File: src/rtl/spi_slv_rx.sv
// Oversampled SPI slave receiver for the 24-bit command link: synchronizes SCLK/CSB/MOSI,
// checks the frame CRC, issues register write/read strobes and returns read data on MISO.
module spi_slv_rx #(
    parameter int MODE     = 0,
    parameter int FRM_BITS = 24,
    parameter int SYNC_STG = 2
) (
    input  logic       i_clk,
    input  logic       i_rst_n,
    input  logic       i_sclk,
    input  logic       i_csb,
    input  logic       i_mosi,
    output logic       o_miso,
    output logic       o_wr_en,
    output logic [6:0] o_wr_addr,
    output logic [7:0] o_wr_data,
    output logic       o_rd_en,
    output logic [6:0] o_rd_addr,
    input  logic [7:0] i_rd_data,
    output logic       o_crc_err,
    output logic       o_frm_err
);

    typedef enum logic [1:0] {IDLE, SHIFT, CHECK, EXEC} state_t;

    // CRC-8, polynomial x^8+x^2+x+1, zero init, 16 data bits MSB first
    function automatic logic [7:0] crc16to8(input logic [15:0] d);
        logic [7:0] c;
        logic       fb;
        c = 8'h00;
        for (int i = 15; i >= 0; i--) begin
            fb = c[7] ^ d[i];
            c  = {c[6:0], 1'b0} ^ (fb ? 8'h07 : 8'h00);
        end
        return c;
    endfunction

    state_t              state;
    logic [SYNC_STG-1:0] sclk_sync;
    logic [SYNC_STG-1:0] csb_sync;
    logic [SYNC_STG-1:0] mosi_sync;
    logic                sclk_d;
    logic                csb_d;
    logic [SYNC_STG:0]   sync_vld;
    logic                armed;
    logic [4:0]          bit_cnt;
    logic [1:0]          fcnt;
    logic [23:0]         rx_sr;
    logic [23:0]         tx_sr;
    logic [6:0]          last_addr;
    logic [7:0]          rd_buf;
    logic                rd_pend;

    logic        sclk_s;
    logic        csb_s;
    logic        mosi_s;
    logic        rise;
    logic        fall;
    logic        csb_fall;
    logic        csb_rise;
    logic        crc_ok;
    logic [23:0] tx_load;

    assign sclk_s   = sclk_sync[SYNC_STG-1];
    assign csb_s    = csb_sync[SYNC_STG-1];
    assign mosi_s   = mosi_sync[SYNC_STG-1];
    assign rise     = sclk_s & ~sclk_d & ~csb_s;
    assign fall     = ~sclk_s & sclk_d & ~csb_s;
    // A CSB fall only counts once CSB has been seen high through a settled synchronizer,
    // so a frame already in progress when reset releases is ignored.
    assign csb_fall = armed & csb_d & ~csb_s;
    assign csb_rise = csb_s & ~csb_d;
    assign crc_ok   = (crc16to8(rx_sr[23:8]) == rx_sr[7:0]);
    assign tx_load  = {1'b0, last_addr, rd_buf, crc16to8({1'b0, last_addr, rd_buf})};

    always_ff @(posedge i_clk) begin
        if (!i_rst_n) begin
            state     <= IDLE;
            sclk_sync <= '0;
            csb_sync  <= '1;
            mosi_sync <= '0;
            sclk_d    <= 1'b0;
            csb_d     <= 1'b1;
            sync_vld  <= '0;
            armed     <= 1'b0;
            bit_cnt   <= '0;
            fcnt      <= '0;
            rx_sr     <= '0;
            tx_sr     <= '0;
            last_addr <= '0;
            rd_buf    <= '0;
            rd_pend   <= 1'b0;
            o_miso    <= 1'b0;
            o_wr_en   <= 1'b0;
            o_wr_addr <= '0;
            o_wr_data <= '0;
            o_rd_en   <= 1'b0;
            o_rd_addr <= '0;
            o_crc_err <= 1'b0;
            o_frm_err <= 1'b0;
        end else begin
            sclk_sync <= {sclk_sync[SYNC_STG-2:0], i_sclk};
            csb_sync  <= {csb_sync[SYNC_STG-2:0], i_csb};
            mosi_sync <= {mosi_sync[SYNC_STG-2:0], i_mosi};
            sclk_d    <= sclk_s;
            csb_d     <= csb_s;
            sync_vld  <= {sync_vld[SYNC_STG-1:0], 1'b1};
            if (sync_vld[SYNC_STG] && csb_s)
                armed <= 1'b1;

            o_wr_en   <= 1'b0;
            o_rd_en   <= 1'b0;
            o_crc_err <= 1'b0;
            o_frm_err <= 1'b0;

            // Read data arrives one cycle after the strobe
            rd_pend <= o_rd_en;
            if (rd_pend)
                rd_buf <= i_rd_data;

            case (state)
                IDLE: begin
                    if (csb_fall) begin
                        state   <= SHIFT;
                        bit_cnt <= '0;
                        fcnt    <= '0;
                        tx_sr   <= tx_load;
                        o_miso  <= (MODE == 0) ? tx_load[23] : 1'b0;
                    end
                end
                SHIFT: begin
                    if (csb_rise) begin
                        state <= CHECK;
                    end else begin
                        if (rise) begin
                            rx_sr <= {rx_sr[22:0], mosi_s};
                            if (bit_cnt == 5'(FRM_BITS - 1)) begin
                                bit_cnt <= '0;
                                if (fcnt != 2'd3)
                                    fcnt <= fcnt + 2'd1;
                            end else begin
                                bit_cnt <= bit_cnt + 5'd1;
                            end
                        end
                        if (fall) begin
                            if (MODE == 0) begin
                                o_miso <= tx_sr[22];
                                tx_sr  <= {tx_sr[22:0], 1'b0};
                            end else begin
                                o_miso <= rx_sr[23];
                            end
                        end
                    end
                end
                CHECK: begin
                    if (bit_cnt != '0 || fcnt == '0) begin
                        o_frm_err <= 1'b1;
                        state     <= IDLE;
                    end else if (!crc_ok) begin
                        o_crc_err <= 1'b1;
                        state     <= IDLE;
                    end else begin
                        state <= EXEC;
                    end
                end
                EXEC: begin
                    if (rx_sr[23]) begin
                        o_wr_en   <= 1'b1;
                        o_wr_addr <= rx_sr[22:16];
                        o_wr_data <= rx_sr[15:8];
                    end else begin
                        o_rd_en   <= 1'b1;
                        o_rd_addr <= rx_sr[22:16];
                        last_addr <= rx_sr[22:16];
                    end
                    state <= IDLE;
                end
                default: state <= IDLE;
            endcase
        end
    end

endmodule

File: config.mk
export PLATFORM = sky130hd
export DESIGN_NAME = spi_slv_rx
export DESIGN_NICKNAME = d
export VERILOG_FILES = /design/src/rtl/spi_slv_rx.sv
export SDC_FILE = /design/constraint.sdc
export NUM_CORES = 1
export LEC_CHECK = 0
export CAP_MARGIN = 5
export CORE_MARGIN = 2
export CORE_UTILIZATION = 60
export CTS_CLUSTER_DIAMETER = 40
export DETAILED_ROUTE_END_ITERATION = 8
export HOLD_SLACK_MARGIN = 0.02
export PLACE_DENSITY_LB_ADDON = 0.15
export SLEW_MARGIN = 20
export SYNTH_ARGS = -nofsm -noshare
export SYNTH_HDL_FRONTEND = slang
export SYNTH_SLANG_ARGS = --single-unit
export TNS_END_PERCENT = 100
File: constraint.sdc
create_clock -name i_clk -period 5.9 [get_ports i_clk]
set_input_delay 1.18 -clock i_clk [delete_from_list [all_inputs] [get_ports i_clk]]
set_output_delay 1.18 -clock i_clk [all_outputs]
set_load 0.01 [all_outputs]
== After elaboration in Yosys (flattened, before gate mapping) ==
Index checks and enable logic that the tools add are counted.

* Register bits: 104
* Output and inout port bits: 27
* Word-level logic and storage cells: 187

* Add/sub/neg operators: 2
* Eq/ne operators: 13
* Mux-type cells: 60
* Bitwise gates (word level): 73
* Reduce and logical (&&, ||, !) cells: 16

{| class="wikitable"
|+ Operators with widths
! cell !! count
|-
| XOR 8 x 3 -> 8 bit || 21
|-
| 2-to-1 mux 3 bit || 31
|-
| 2-to-1 mux 23 bit || 3
|-
| one-hot mux 23 bit (2 select lines) || 1
|-
| 2-to-1 mux 5 bit || 4
|-
| XOR 1 bit || 19
|-
| 2-to-1 mux 2 bit || 9
|-
| != test 2 bit, second input constant || 8
|-
| XOR 7 x 3 -> 7 bit || 2
|-
| XOR 6 x 3 -> 6 bit || 2
|-
| one-hot mux 5 bit (2 select lines) || 1
|-
| AND reduction 2 bit || 5
|-
| XOR 1 bit, first input constant || 10
|-
| XOR 5 x 3 -> 5 bit || 2
|-
| == test 8 bit || 1
|-
| 2-to-1 mux 1 bit || 8
|-
| NOT 1 bit || 8
|-
| one-hot mux 2 bit (4 select lines) || 1
|-
| AND reduction 4 bit || 2
|-
| XOR 4 x 3 -> 4 bit || 2
|-
| AND 1 bit || 7
|-
| AND reduction 6 bit || 1
|-
| adder 5 x 1 -> 5 bit, second input constant || 1
|-
| == test 5 bit, second input constant || 1
|-
| other kinds (12) || 14
|}

== Longest topological paths before layout ==
* Word-level depth: 41
* Depth in mapped cells: 7
* Depth with buffers taken out: 6

== Worst setup path before layout ==
No wires, ideal clock.

* Kind: reg-to-reg
* Start: register rx_sr[23]
* End: register o_crc_err
* Setup time: 115 ps
* Arrival: 2089 ps
* Slack: 3696 ps
* Stages on the path, launching flop included: 8
* Path buffers: 1
* Cell sequence: dfxtp_1 -> clkbuf_1 -> xnor2_2 -> xnor3_1 -> or3_2 -> a221oi_2 -> o21ai_1 -> and2_1

* Word-level cells in the longest chain between the ends: 22
* Elaborated cells on any way between the ends: 32

{| class="wikitable"
|+ RTL lines
! item !! RTL line !! text
|-
| start, declared || 48 || <nowiki>logic [23:0] rx_sr;</nowiki>
|-
| start signal, assigned || 136 || <nowiki>rx_sr <= {rx_sr[22:0], mosi_s};</nowiki>
|-
| 2-to-1 mux 3 bit * || 33 || <nowiki>c = {c[6:0], 1'b0} ^ (fb ? 8'h07 : 8'h00);</nowiki>
|-
| XOR 4 x 3 -> 4 bit * || 33 ||
|-
| XOR 5 x 3 -> 5 bit * || 33 ||
|-
| XOR 6 x 3 -> 6 bit * || 33 ||
|-
| XOR 7 x 3 -> 7 bit * || 33 ||
|-
| XOR 8 x 3 -> 8 bit * (2 in series) || 33 ||
|-
| XOR 1 bit, or another cell as far along || 32 || <nowiki>fb = c[7] ^ d[i];</nowiki>
|-
| 2-to-1 mux 3 bit, or another cell as far along || 33 ||
|-
| XOR 8 x 3 -> 8 bit * (8 in series) || 33 ||
|-
| XOR 1 bit, or another cell as far along || 32 ||
|-
| 2-to-1 mux 3 bit or XOR 8 x 3 -> 8 bit (tied branches) || 33 ||
|-
| XOR 8 x 3 -> 8 bit * || 33 ||
|-
| == test 8 bit * || 73 || <nowiki>assign crc_ok = (crc16to8(rx_sr[23:8]) == rx_sr[7:0]);</nowiki>
|-
| 2-to-1 mux 1 bit * || 159 || <nowiki>end else if (!crc_ok) begin</nowiki>
|-
| end signal, assigned || 99 || <nowiki>o_crc_err <= 1'b0;</nowiki>
|-
| end signal, assigned || 113 || <nowiki>o_crc_err <= 1'b0;</nowiki>
|-
| end signal, assigned || 160 || <nowiki>o_crc_err <= 1'b1;</nowiki>
|-
| end, declared || 20 || <nowiki>output logic o_crc_err,</nowiki>
|}

Every way passes the cells marked *; elsewhere a longest branch is shown, timed or not.
A chain may end at the register's enable or synchronous reset.

== Worst setup path after layout ==
* Start: input port i_rst_n
* End: register tx_sr[1]

{| class="wikitable"
|+ RTL lines
! item !! RTL line !! text
|-
| start, declared || 9 || <nowiki>input logic i_rst_n,</nowiki>
|-
| end signal, assigned || 127 || <nowiki>tx_sr <= tx_load;</nowiki>
|-
| end signal, assigned || 148 || <nowiki>tx_sr <= {tx_sr[22:0], 1'b0};</nowiki>
|-
| end, declared || 49 || <nowiki>logic [23:0] tx_sr;</nowiki>
|}

No word-level cell between the ends.

==> results.py <==
metrics = {
    "logic_synthesis": {
        "ys_seq_area_share_pct": 44.9,
        "post_synthesis_sequential_element_count": 104,
        "post_synth_num_cell_types": 45,
        "syn_warnings": 0,
        "synth.cell_area_mm2": 0.00464,
        "ys.flop_type": "sky130_fd_sc_hd__dfxtp_1",
        "syn_area_per_cell_um2": 8.68,
        "async_flop_share_pct": 0,
        "mappedNetlistNets": 551,
        "syn-instance-count": 534,
        "synth-edff-count": 0,
    },
    "final_layout": {
        "final_layout_size_suffix_gt1_share_pct": 5.60,
        "final.fill_count": 611,
        "most-common-layout-cells": "125 x sky130_fd_sc_hd__nand2_1, 104 x sky130_fd_sc_hd__dfxtp_1, 55 x sky130_fd_sc_hd__a21oi_1, 50 x sky130_fd_sc_hd__nor2_1, 39 x sky130_fd_sc_hd__clkdlybuf4s50_1",
        "nNetsFinal": 566,
        "layout.cells.most_common": "sky130_fd_sc_hd__nand2_1",
        "syn2layout_area_growth_pct": 13.4,
        "antenna_cells": 0,
    },
    "routing": {
        "drt-total-wl_mm": 9.39,
        "drt_pre_antenna_iters": 5,
        "detail_route.wl_per_cell_um": 14.3,
        "drt_iter0_drc": 142,
        "post-route-drc-count": 0,
        "antenna_left": 0,
        "routed-via-count": 3542,
        "routed_via_density": 5.40,
    },
    "sta": {
        "achievable-frequency_mhz": 335,
        "report.final.slew_viol_count": 0,
        "worst_clock_skew_ns": 0.0142,
        "timing.hold.ws_ns": 0.431,
        "setup_violations": 0,
        "rsz_0062_raised_after_global_routing": "no",
        "worstMarginPinSlew_ns": 1.07,
        "fin_crit_sh_pct": 50.7,
        "sum_neg_setup_slack_ns": 0,
        "layout_min_cycle_time_ns": 2.99,
        "timing_hold_violations_final": 0,
        "relative_slew_margins_pct": 28.4,
    },
    "clocking": {
        "clock_sink_count": 104,
        "root_buffer": "sky130_fd_sc_hd__clkbuf_8",
        "cts_tree": "yes",
        "clock_tree.htree_level_count": 3,
        "cts.path.max_buffers": 2,
        "cts.reportedPaths.clkPinSlew_ns": 0.10,
        "cts_hold_buffers": 0,
        "clkLatencyLatePin_ns": 0.37,
        "postCtsSetupRepairBufs": 0,
        "postCtsResizedCells": 0,
        "cts_buffers": 9,
    },
    "place": {
        "gp_congestion": 0.820,
        "hpwlAfterDp_mm": 6.51,
        "io_buffers": 39,
    },
    "critical_path": {
        "worstPathArrival_ns": 3.22,
        "worstSetupEndpointType": "register",
        "slowest_stage": "sky130_fd_sc_hd__inv_2",
        "critical_path.cell_chain": "clkdlybuf4s50_1 -> inv_2 -> buf_4 -> a311oi_1",
        "worst_ep_required_time_ns": 6.13,
        "crit_fanout": 59,
        "worst-path-buf-inv": 3,
        "path_delay_family": "buffers and inverters",
        "setup.worst_path.start_class": "input pin",
        "largest_incremental_delay_on_the_critical_path_ns": 0.84,
        "worstSetupPathType": "in2reg",
    },
    "hold_path": {
        "hold_path_class": "reg2reg",
    },
    "die": {
        "floorplan.die.height_um": 91.9,
        "core-area_mm2": 0.00761,
        "design.die.area_mm2": 0.00845,
        "die_w_um": 91.9,
        "row_cnt": 32,
        "io_pins": 40,
        "starting_utilization_of_the_core_area_pct": 60.9,
    },
    "power_and_ir_drop": {
        "internal-power_w": 0.000931,
        "comb_power_share_pct": 2.6,
        "power_per_cell_area_mw_per_mm2": 233,
        "static-leakage-power_nw": 1.89,
        "totalPowerFinal_w": 0.00122,
        "p_seq_share_pct": 58.2,
        "irDropWorstVdd_v": 0.000213,
        "clkPwrFrac_pct": 39.2,
        "power_switching_w": 0.000292,
        "power.share.switching_pct": 23.9,
    },
    "status": {
        "outcome": "finished clean",
    },
    "global_route": {
        "gr-total-overflow": 0,
        "antenna_violations_before_repair": 0,
        "grt_use_total_pct": 23.7,
        "first_pass_grt_wire_length_mm": 16.1,
        "first_global_vias": 3312,
        "grt_start_max_net_pins": 60,
    },
    "run": {
        "drv.max_cap_violation_count": 0,
    },
}
[sequential cells by signal (all words and copies together) (netlist names), 2 cells and up]
signal,cells
sclk_sync,2
o_wr_addr,7
sync_vld,3
state,2
rd_buf,8
o_wr_data,8
bit_cnt,5
mosi_sync,2
tx_sr,23
rx_sr,24
csb_sync,2
last_addr,7
fcnt,2
[metal layers]
layer  track usage, %  up-vias  routed length, um
met5                0        -                  0
met2             38.4       62               4490
li1                 -     1801                  -
met1             32.3     1671               4460
met3             5.83        8                357
met4             5.60        0                 91
[power groups by stage]
stage                     logic (W)  clock network (W)  registers, W
after floorplan           0.0000196                  0      0.000727
after global placement    0.0000314                  0      0.000728
after detailed placement  0.0000321                  0      0.000728
after CTS                 0.0000322           0.000491      0.000712
after global routing      0.0000357           0.000525      0.000713
final                     0.0000320           0.000479      0.000712
[worst paths after layout]
kind	from	to	slack, ns	depth (start not counted)
worst max-delay path	i_rst_n	tx_sr[1]	2.91	4
worst min-delay path	csb_sync[0]	csb_sync[1]	0.43	1
worst max register to register	state[0]	rx_sr[22]	3.41	5
worst min register to register	csb_sync[0]	csb_sync[1]	0.43	1
[area by class of cell]
class | instances | area, um^2 | share of cell area (%)
timing repair buffer | 43 | 420 | 7.99
clock inverter | 7 | 97.6 | 1.86
tap | 102 | 128 | 2.43
multi-input combinational | 385 | 2380 | 45.3
sequential | 104 | 2080 | 39.6
clock buffer | 9 | 124 | 2.36
inverter | 6 | 22.5 | 0.428
[worst register-to-register path, stage by stage, from the launching register on]
cell and delay (ns):
sky130_fd_sc_hd__dfxtp_1 0.59, sky130_fd_sc_hd__nand2b_1 0.67, sky130_fd_sc_hd__nor2_1 0.58, sky130_fd_sc_hd__buf_4 0.34, sky130_fd_sc_hd__nand2_1 0.10, sky130_fd_sc_hd__a21oi_1 0.14
[through the flow]
step | worst slack [ns] | std cells | util (%) | cell area, um^2
after global placement | 2.56 | 640 | 66.2 | 5040
after detailed placement | 2.52 | 640 | 66.2 | 5040
after global routing | 2.72 | 656 | 69.1 | 5260
after CTS | 2.91 | 656 | 69.1 | 5260
final | 2.91 | 656 | 69.1 | 5260
after floorplan | 3.70 | 534 | - | 4640
[cells by family after synthesis]
| family | Yosys count | synth area share [%] |
|---|---|---|
| simple gates | 215 | 19.6 |
| flops | 104 | 44.9 |
| compound gates | 92 | 12.2 |
| xor+xnor | 58 | 15.0 |
| buf+inv | 45 | 3.72 |
| mux | 16 | 3.48 |
| fa+ha+maj | 4 | 1.08 |
[cell usage after synthesis (all sizes together) (2+ instances only)]
| master | count | share of area, % |
|---|---|---|
| and3 | 3 | 0.40 |
| nand3 | 5 | 0.54 |
| xor3 | 2 | 1.0 |
| o31ai | 2 | 0.32 |
| a31oi | 2 | 0.27 |
| nand2 | 125 | 10 |
| a311oi | 17 | 3.2 |
| mux2i | 15 | 3.2 |
| a21oi | 56 | 6.0 |
| buf | 5 | 0.49 |
| xor2 | 15 | 2.8 |
| nand2b | 5 | 0.67 |
| o21ai | 6 | 0.65 |
| or3 | 3 | 0.43 |
| o211ai | 3 | 0.49 |
| and2 | 10 | 1.3 |
| dfxtp | 104 | 45 |
| nor2b | 2 | 0.27 |
| clkbuf | 34 | 2.8 |
| ha | 4 | 1.1 |
| nor2 | 50 | 4.0 |
| nand3b | 3 | 0.49 |
| xnor2 | 31 | 6.2 |
| inv | 6 | 0.49 |
| xnor3 | 10 | 5.0 |
| nor3 | 4 | 0.43 |
Note: power is estimated with default switching activity, not from simulation.
